$ cat config.mk
export PLATFORM = sky130hd
export DESIGN_NAME = sram_port_arbiter
export DESIGN_NICKNAME = d
export VERILOG_FILES = /design/src/rtl/sram_port_arbiter.sv
export SDC_FILE = /design/constraint.sdc
export NUM_CORES = 1
export LEC_CHECK = 0
export CAP_MARGIN = 20
export CORE_MARGIN = 1.5
export CORE_UTILIZATION = 53
export DETAILED_ROUTE_END_ITERATION = 6
export PLACE_DENSITY = 0.8
export SLEW_MARGIN = 10
export SYNTH_ARGS = -nofsm -noshare
export SYNTH_HDL_FRONTEND = slang
export SYNTH_SLANG_ARGS = --single-unit
$ cat constraint.sdc
create_clock -name i_clk -period 4.2 [get_ports i_clk]
set_input_delay 0.63 -clock i_clk [delete_from_list [all_inputs] [get_ports i_clk]]
set_output_delay 0.63 -clock i_clk [all_outputs]
set_load 0.1 [all_outputs]
$ cat src/rtl/sram_port_arbiter.sv
// Purpose: shares one async SRAM among a never-stalled video reader, a queued loader writer and an aux reader.
// Latency: SRAM pins change one edge after the grant; read data returns two edges after the grant.
// Backpressure: video is never stalled; the loader sees o_wr_ready=!full; aux holds its request until o_aux_ack.
module sram_port_arbiter #(
  parameter int ADDR_W       = 20,
  parameter int DATA_W       = 16,
  parameter int WFIFO_DEPTH  = 4,
  parameter int STARVE_LIMIT = 1024
) (
  input  logic              i_clk,
  input  logic              i_rst,
  input  logic              i_vid_req,
  input  logic [ADDR_W-1:0] i_vid_addr,
  output logic [DATA_W-1:0] o_vid_data,
  input  logic              i_wr_valid,
  input  logic [ADDR_W-1:0] i_wr_addr,
  input  logic [DATA_W-1:0] i_wr_data,
  output logic              o_wr_ready,
  input  logic              i_aux_req,
  input  logic [ADDR_W-1:0] i_aux_addr,
  output logic              o_aux_ack,
  output logic              o_aux_rvalid,
  output logic [DATA_W-1:0] o_aux_rdata,
  output logic [ADDR_W-1:0] o_sram_addr,
  output logic [DATA_W-1:0] o_sram_wdata,
  output logic              o_sram_data_oe,
  output logic              o_sram_ce_n,
  output logic              o_sram_oe_n,
  output logic              o_sram_we_n,
  input  logic [DATA_W-1:0] i_sram_rdata,
  output logic              o_starve
);

  localparam int PTR_W = $clog2(WFIFO_DEPTH);
  localparam int CNT_W = PTR_W + 1;
  localparam int STV_W = $clog2(STARVE_LIMIT + 1);
  localparam logic [CNT_W-1:0] FULL_CNT = CNT_W'(WFIFO_DEPTH);
  localparam logic [STV_W-1:0] STV_MAX  = STV_W'(STARVE_LIMIT);

  localparam logic [1:0] OWN_IDLE = 2'd0;
  localparam logic [1:0] OWN_VID  = 2'd1;
  localparam logic [1:0] OWN_WR   = 2'd2;
  localparam logic [1:0] OWN_AUX  = 2'd3;

  logic [ADDR_W-1:0] fifo_addr [WFIFO_DEPTH];
  logic [DATA_W-1:0] fifo_data [WFIFO_DEPTH];
  logic [PTR_W-1:0]  rd_ptr, wr_ptr, rel_idx;
  logic [CNT_W-1:0]  fifo_cnt;
  logic [STV_W-1:0]  starve_cnt;
  logic [1:0]        owner, sram_tag;
  logic              rr_aux, push, pop, fifo_ne, aux_hit, aux_elig;

  assign fifo_ne    = (fifo_cnt != '0);
  assign o_wr_ready = (fifo_cnt != FULL_CNT);
  assign push       = i_wr_valid && o_wr_ready;
  assign pop        = (owner == OWN_WR);
  assign aux_elig   = i_aux_req && !aux_hit;
  assign o_aux_ack  = (owner == OWN_AUX) && !i_rst;
  assign o_starve   = (starve_cnt == STV_MAX);

  // Read-after-write guard: aux must wait while its address sits in any live queue slot
  always_comb begin
    aux_hit = 1'b0;
    rel_idx = '0;
    for (int i = 0; i < WFIFO_DEPTH; i++) begin
      rel_idx = PTR_W'(i) - rd_ptr;
      if (({1'b0, rel_idx} < fifo_cnt) && (fifo_addr[i] == i_aux_addr)) aux_hit = 1'b1;
    end
  end

  // Owner of the next SRAM cycle: video first, then round-robin between writer and aux
  always_comb begin
    owner = OWN_IDLE;
    if (i_vid_req)                owner = OWN_VID;
    else if (fifo_ne && aux_elig) owner = rr_aux ? OWN_AUX : OWN_WR;
    else if (fifo_ne)             owner = OWN_WR;
    else if (aux_elig)            owner = OWN_AUX;
  end

  // Queue storage needs no reset; liveness is tracked by the pointers and count
  always_ff @(posedge i_clk) begin
    if (push) begin
      fifo_addr[wr_ptr] <= i_wr_addr;
      fifo_data[wr_ptr] <= i_wr_data;
    end
  end

  // Queue pointers and occupancy; a push is refused while full even if a pop happens
  always_ff @(posedge i_clk or posedge i_rst) begin
    if (i_rst) begin
      rd_ptr   <= '0;
      wr_ptr   <= '0;
      fifo_cnt <= '0;
    end else begin
      if (push) wr_ptr <= wr_ptr + 1'b1;
      if (pop)  rd_ptr <= rd_ptr + 1'b1;
      case ({push, pop})
        2'b10:   fifo_cnt <= fifo_cnt + 1'b1;
        2'b01:   fifo_cnt <= fifo_cnt - 1'b1;
        default: fifo_cnt <= fifo_cnt;
      endcase
    end
  end

  // Round-robin pointer hands preference to the other requester after each grant
  always_ff @(posedge i_clk or posedge i_rst) begin
    if (i_rst)                 rr_aux <= 1'b0;
    else if (owner == OWN_WR)  rr_aux <= 1'b1;
    else if (owner == OWN_AUX) rr_aux <= 1'b0;
  end

  // Registered SRAM pins; the address holds across idle cycles
  always_ff @(posedge i_clk or posedge i_rst) begin
    if (i_rst) begin
      o_sram_addr    <= '0;
      o_sram_wdata   <= '0;
      o_sram_data_oe <= 1'b0;
      o_sram_ce_n    <= 1'b1;
      o_sram_oe_n    <= 1'b1;
      o_sram_we_n    <= 1'b1;
      sram_tag       <= OWN_IDLE;
    end else begin
      sram_tag <= owner;
      case (owner)
        OWN_VID, OWN_AUX: begin
          o_sram_addr    <= (owner == OWN_VID) ? i_vid_addr : i_aux_addr;
          o_sram_data_oe <= 1'b0;
          o_sram_ce_n    <= 1'b0;
          o_sram_oe_n    <= 1'b0;
          o_sram_we_n    <= 1'b1;
        end
        OWN_WR: begin
          o_sram_addr    <= fifo_addr[rd_ptr];
          o_sram_wdata   <= fifo_data[rd_ptr];
          o_sram_data_oe <= 1'b1;
          o_sram_ce_n    <= 1'b0;
          o_sram_oe_n    <= 1'b1;
          o_sram_we_n    <= 1'b0;
        end
        default: begin
          o_sram_data_oe <= 1'b0;
          o_sram_ce_n    <= 1'b1;
          o_sram_oe_n    <= 1'b1;
          o_sram_we_n    <= 1'b1;
        end
      endcase
    end
  end

  // Capture read data at the end of the SRAM cycle and steer it by the owner tag
  always_ff @(posedge i_clk or posedge i_rst) begin
    if (i_rst) begin
      o_vid_data   <= '0;
      o_aux_rdata  <= '0;
      o_aux_rvalid <= 1'b0;
    end else begin
      o_aux_rvalid <= (sram_tag == OWN_AUX);
      if (sram_tag == OWN_VID) o_vid_data  <= i_sram_rdata;
      if (sram_tag == OWN_AUX) o_aux_rdata <= i_sram_rdata;
    end
  end

  // Saturating wait counter for writer/aux, cleared by any writer or aux grant
  always_ff @(posedge i_clk or posedge i_rst) begin
    if (i_rst)                                        starve_cnt <= '0;
    else if ((owner == OWN_WR) || (owner == OWN_AUX)) starve_cnt <= '0;
    else if ((fifo_ne || i_aux_req) && !o_starve)     starve_cnt <= starve_cnt + 1'b1;
  end

endmodule

Word level (Yosys, flattened, before mapping)
Memory sizes are Yosys's and may differ from the RTL's. A register that Yosys moved wholly into a read port is not among the register bits. Cells that the tools add are included.

Add/subtract/negate cells: 9. $mul: 0. Divide/modulo/power cells: 0. Order comparisons: 4. Equality and inequality tests: 13. Shift-type cells: 0. Multiplexer cells: 22. Bitwise gates (word level): 0. Reductions and logical operators: 21.

Operator list (number): equality test 20 bit (4); one-hot mux 20 bit (2 select lines) (1); two-way mux 11 bit (2); two-way mux 20 bit (1); two-way mux 1 bit (13); < comparator 2 x 3 -> 1 bit (4); adder 11 x 1 -> 11 bit (second input constant) (1); equality test 11 bit (second input constant) (1); logical AND 1 bit (9); equality test 2 bit (second input constant) (4); two-way mux 2 bit (4); nonzero test 2 bit (4); equality test 2 x 1 -> 1 bit (second input constant) (3); one-hot mux 3 bit (2 select lines) (1); adder 2 x 1 -> 2 bit (second input constant) (2); subtractor 1 x 2 -> 2 bit (first input constant) (2); subtractor 2 bit (first input constant) (2); adder 3 x 1 -> 3 bit (second input constant) (1); logical NOT 1 bit (3); != test 3 bit (second input constant) (1); nonzero test 3 bit (1); OR reduction 3 bit (1); subtractor 3 x 1 -> 3 bit (second input constant) (1); logical OR 1 bit (2); OR reduction 2 bit (1).

Register bits: 78. Latch bits: 0. Bits in writable memories: 144. Memory bits (read-only): 0. Input bits: 97. Output and inout port bits: 76. Logic and storage cells: 85. Memories: 2.

Memory list: fifo_addr (depth 4, width 20, read ports 5, clocked after memory_dff 0, write ports 1, line 45) `logic [ADDR_W-1:0] fifo_addr [WFIFO_DEPTH];`; fifo_data (depth 4, width 16, read ports 1, clocked after memory_dff 1, write ports 1, line 46) `logic [DATA_W-1:0] fifo_data [WFIFO_DEPTH];`.

Longest topological paths before layout
Word-level depth: 16. Depth in mapped cells: 17.

Least setup slack after synthesis
No wires, ideal clock.

Path type: reg-to-output. From: register rd_ptr[0]. To: output port o_aux_ack. Arrival time: 3511 ps. Required time: 3570 ps. Path slack: 59 ps. Stages on the path, launching flop included: 12. Cell sequence: dfrtp_1 -> clkbuf_1 -> buf_2 -> buf_2 -> xor2_1 -> inv_1 -> ha_1 -> a21oi_1 -> o211ai_1 -> nand4_1 -> buf_2 -> nor2_1.

Cells in the longest elaborated chain, start to end: 15. Elaborated cells between the ends (all ways): 25.

RTL lines: from (decl) (line 47) `logic [PTR_W-1:0] rd_ptr, wr_ptr, rel_idx;`; from (signal assigned) (line 96) `if (pop) rd_ptr <= rd_ptr + 1'b1;`; subtractor 1 x 2 -> 2 bit (line 66) `rel_idx = PTR_W'(i) - rd_ptr;`; < comparator 2 x 3 -> 1 bit (line 67) `if (({1'b0, rel_idx} < fifo_cnt) && (fifo_addr[i] == i_aux_addr)) aux_hit = 1'b1;`; logical AND 1 bit (line 67); two-way mux 1 bit (3 in series) (line 67); two-way mux 1 bit * (line 67); logical NOT 1 bit * (line 57) `assign aux_elig = i_aux_req && !aux_hit;`; logical AND 1 bit * (line 57); two-way mux 2 bit (line 77) `else if (aux_elig) owner = OWN_AUX;`; two-way mux 2 bit (line 76) `else if (fifo_ne) owner = OWN_WR;`; two-way mux 2 bit * (line 75) `else if (fifo_ne && aux_elig) owner = rr_aux ? OWN_AUX : OWN_WR;`; two-way mux 2 bit * (line 74) `if (i_vid_req) owner = OWN_VID;`; equality test 2 bit * (line 58) `assign o_aux_ack = (owner == OWN_AUX) && !i_rst;`; logical AND 1 bit * (line 58); to (decl) (line 21) `output logic o_aux_ack,`.

Mark *: on every way between the ends. The rest lies on a longest branch, timed or not.

Worst setup path in the final report
From: register rd_ptr[1]. To: output port o_aux_ack.

Same word-level chain as after synthesis.

==> flow_summary.toml <==
[run_status]
outcome = "completed"

[global_routing]
grt_overflow = 0
grtUsageTotal_pct = 24.3
antenna_found_initial = 1
grt_pass1_vias = 6828
grt_max_degree = 51
grt_pass1_wl_um = 37200

[cells_and_area]
syn2layout_area_growth_pct = 26.3
num-nets-final = 937
final_cell_mix = "171 x clkdlybuf4s50_1, 144 x edfxtp_1, 90 x dfrtp_1"
drive_above_1_share_pct = 17.4
layout_commonest_cell = "clkdlybuf4s50_1"
diodes = 0
stdcell_count = 1105

[routing]
totalWireLength_um = 24100
drc = 0
vias = 6258
drtAntennaViolNets = 0
routed_via_density = 5.66
drt_iter0_markers = 449
drtPass1Iterations = 5
wl_per_cell_um = 21.8

[synth]
netlist_instances = 667
yosysWarnings = 0
yosys-top-cells-area = "edfxtp_1 42%, dfrtp_1 22%, mux4_2 7.8%, xor2_1 4.9%, mux2_2 3.5%"
yosysTopAreaCell = "edfxtp_1"
netlist.area_leader.share_pct = 41.7
syn-cell-area_mm2 = 0.0104
synth.ff_latch_count = 238
seq_area_frac_synth_pct = 64.4
syn_nets = 776
ys_types = 37
avgSynthCellArea_um2 = 15.6

[floorplanning]
boundaryPins = 173
rows = 50
die-area_mm2 = 0.0204
coreArea_mm2 = 0.0190
start_util_pct = 54.7
die_x_um = 143
die_h_um = 143

[clocking]
clock_latency_ps = 520
cts.path.max_buffers = 3
cts_resized = 0
htree_levels = 1
numCtsBuffers = 24
clk_pin_slew_ps = 60
post_cts_buffers = 0
cts_tree = "built"
cts_root_buf = "clkbuf_16"
cts_sinks = 238
ctsHoldBuffers = 0

[timing]
worstMarginPinSlew_ps = 1060
hold_viol = 0
maxSlewViolCount = 0
worst_slack_ps = 515
min_period_ps = 3690
slew_headroom_pct = 29.2
fin_crit_sh_pct = 87.7
fin_setup_tns_ps = 0
finalClockSkew_ps = 20.3
fmax_ghz = 0.271
rsz0062_at_grt = "false"
finalSetupViolCount = 0

[setup_path]
cp-start-kind = "flop"
cp_max_fo = 12
cp.required_ps = 3570
crit_type = "flop to output pin"
cp.arrival_ps = 3060
end_kind = "output pin"

[pwr]
peakVddDrop_v = 0.000605
power.leakage_nw = 4.92
p_per_area_mw_per_mm2 = 761

[placement]
dp_hpwl_um = 16600
place_congestion = 0.922
place_ws_ps = 478
place_inst = 1062
port-buffer-count = 172

[hold_path]
min_path_type = "flop to flop"

[job]
cap_viol_max_count = 0
-- registers in the layout (all words and copies together) (netlist names) --
signal and flops:
o_sram_wdata 16, o_sram_oe_n 1, o_vid_data 16, o_sram_ce_n 1, o_sram_addr 20, rr_aux 1, rd_ptr 2, sram_tag 2
o_aux_rvalid 1, o_aux_rdata 16, starve_cnt 11, fifo_data 64, wr_ptr 2, o_sram_data_oe 1, fifo_cnt 3, fifo_addr 80
o_sram_we_n 1
-- layer usage --
layer  vias up  GRT usage [%]  share of wire (%)
met5         -              0              0.054
met4         2           9.55                3.2
met3        58           6.34                8.6
met2       281           40.8                 48
met1      3134           30.1                 40
li1       2783              -                  -
-- worst max-delay path, cell delays in order (launching register included) --
cell	delay, ps
dfrtp_1	730
inv_1	170
ha_1	340
a21oi_1	180
nor2_1	80
o211ai_1	310
nand4_1	270
nor2_1	270
buf_12	210
-- final timing paths --
| path | from | endpoint | slack (ps) | cells after the start |
|---|---|---|---|---|
| max | rd_ptr[1] | o_aux_ack | 510 | 8 |
| min | o_aux_rdata[12] | o_aux_rdata[12] | 500 | 1 |
| max reg2reg | rd_ptr[1] | starve_cnt[8] | 810 | 8 |
| min reg2reg | o_aux_rdata[12] | o_aux_rdata[12] | 500 | 1 |
| max in group asynchronous | i_rst | o_aux_rdata[11] | 2820 | 3 |
| min in group asynchronous | i_rst | rd_ptr[1] | 590 | 2 |
-- synthesized netlist by cell type --
cell,n
o21ai_0,1
nand4_1,17
dfrtp_1,91
xnor2_1,39
nor3_1,1
xor2_1,58
edfxtp_1,144
dfstp_2,3
ha_1,11
nand2b_1,3
buf_6,5
buf_2,23
nor2_1,42
a41o_1,1
mux2i_1,3
buf_1,2
clkbuf_1,16
and2_1,1
a221oi_1,20
o211ai_1,2
or2_2,2
mux2_4,16
a31oi_1,1
o21ai_1,2
mux4_2,36
fa_1,1
nor4_1,16
nand2_1,6
and4_1,1
o221a_1,1
and3_1,5
nor2_2,1
mux2_2,32
a21oi_1,6
inv_1,36
nand3_1,2
o22ai_1,20
-- report_power, final --
part | switching, mW | internal [mW] | total (mW)
clock | 0.865 | 1.34 | 2.20
sequential | 0.377 | 3.11 | 3.49
combinational | 2.91 | 1.38 | 4.29
-- logic make-up (layout without fill, tap and decap cells) --
family                   Yosys count  count (layout)  share of synthesized area [%]
flip-flops                       238             238                           64.4
XOR/XNOR                          97              97                           8.19
AND/OR/NAND/NOR                   97              97                           4.68
multiplexers                      87              87                           13.9
buffers and inverters             82             260                           3.61
AO/OA/AOI/OAI                     54              54                           3.74
adder cells (fa/ha/maj)           12              12                           1.52
-- metrics by stage --
stage | area [um^2] | hold WS (ps) | util, % | power (mW)
floorplan | 10400 | 472 | - | 6.69
global placement | 12300 | 487 | 64.7 | 7.71
detailed placement | 12300 | 491 | 64.7 | 7.82
CTS | 13100 | 505 | 69.1 | 10.0
global route | 13100 | 521 | 69.1 | 10.3
finish | 13100 | 504 | 69.1 | 9.98
-- layout make-up --
class                      count  area [um^2]
multi-input combinational    347         3330
sequential                   238         6680
tap                          260          325
fill                        1310         5850
clock inverter                 7         61.3
inverter                      36          138
timing repair buffer         181         1800
clock buffer                  36          774
Note: power is estimated with default switching activity, not from simulation.
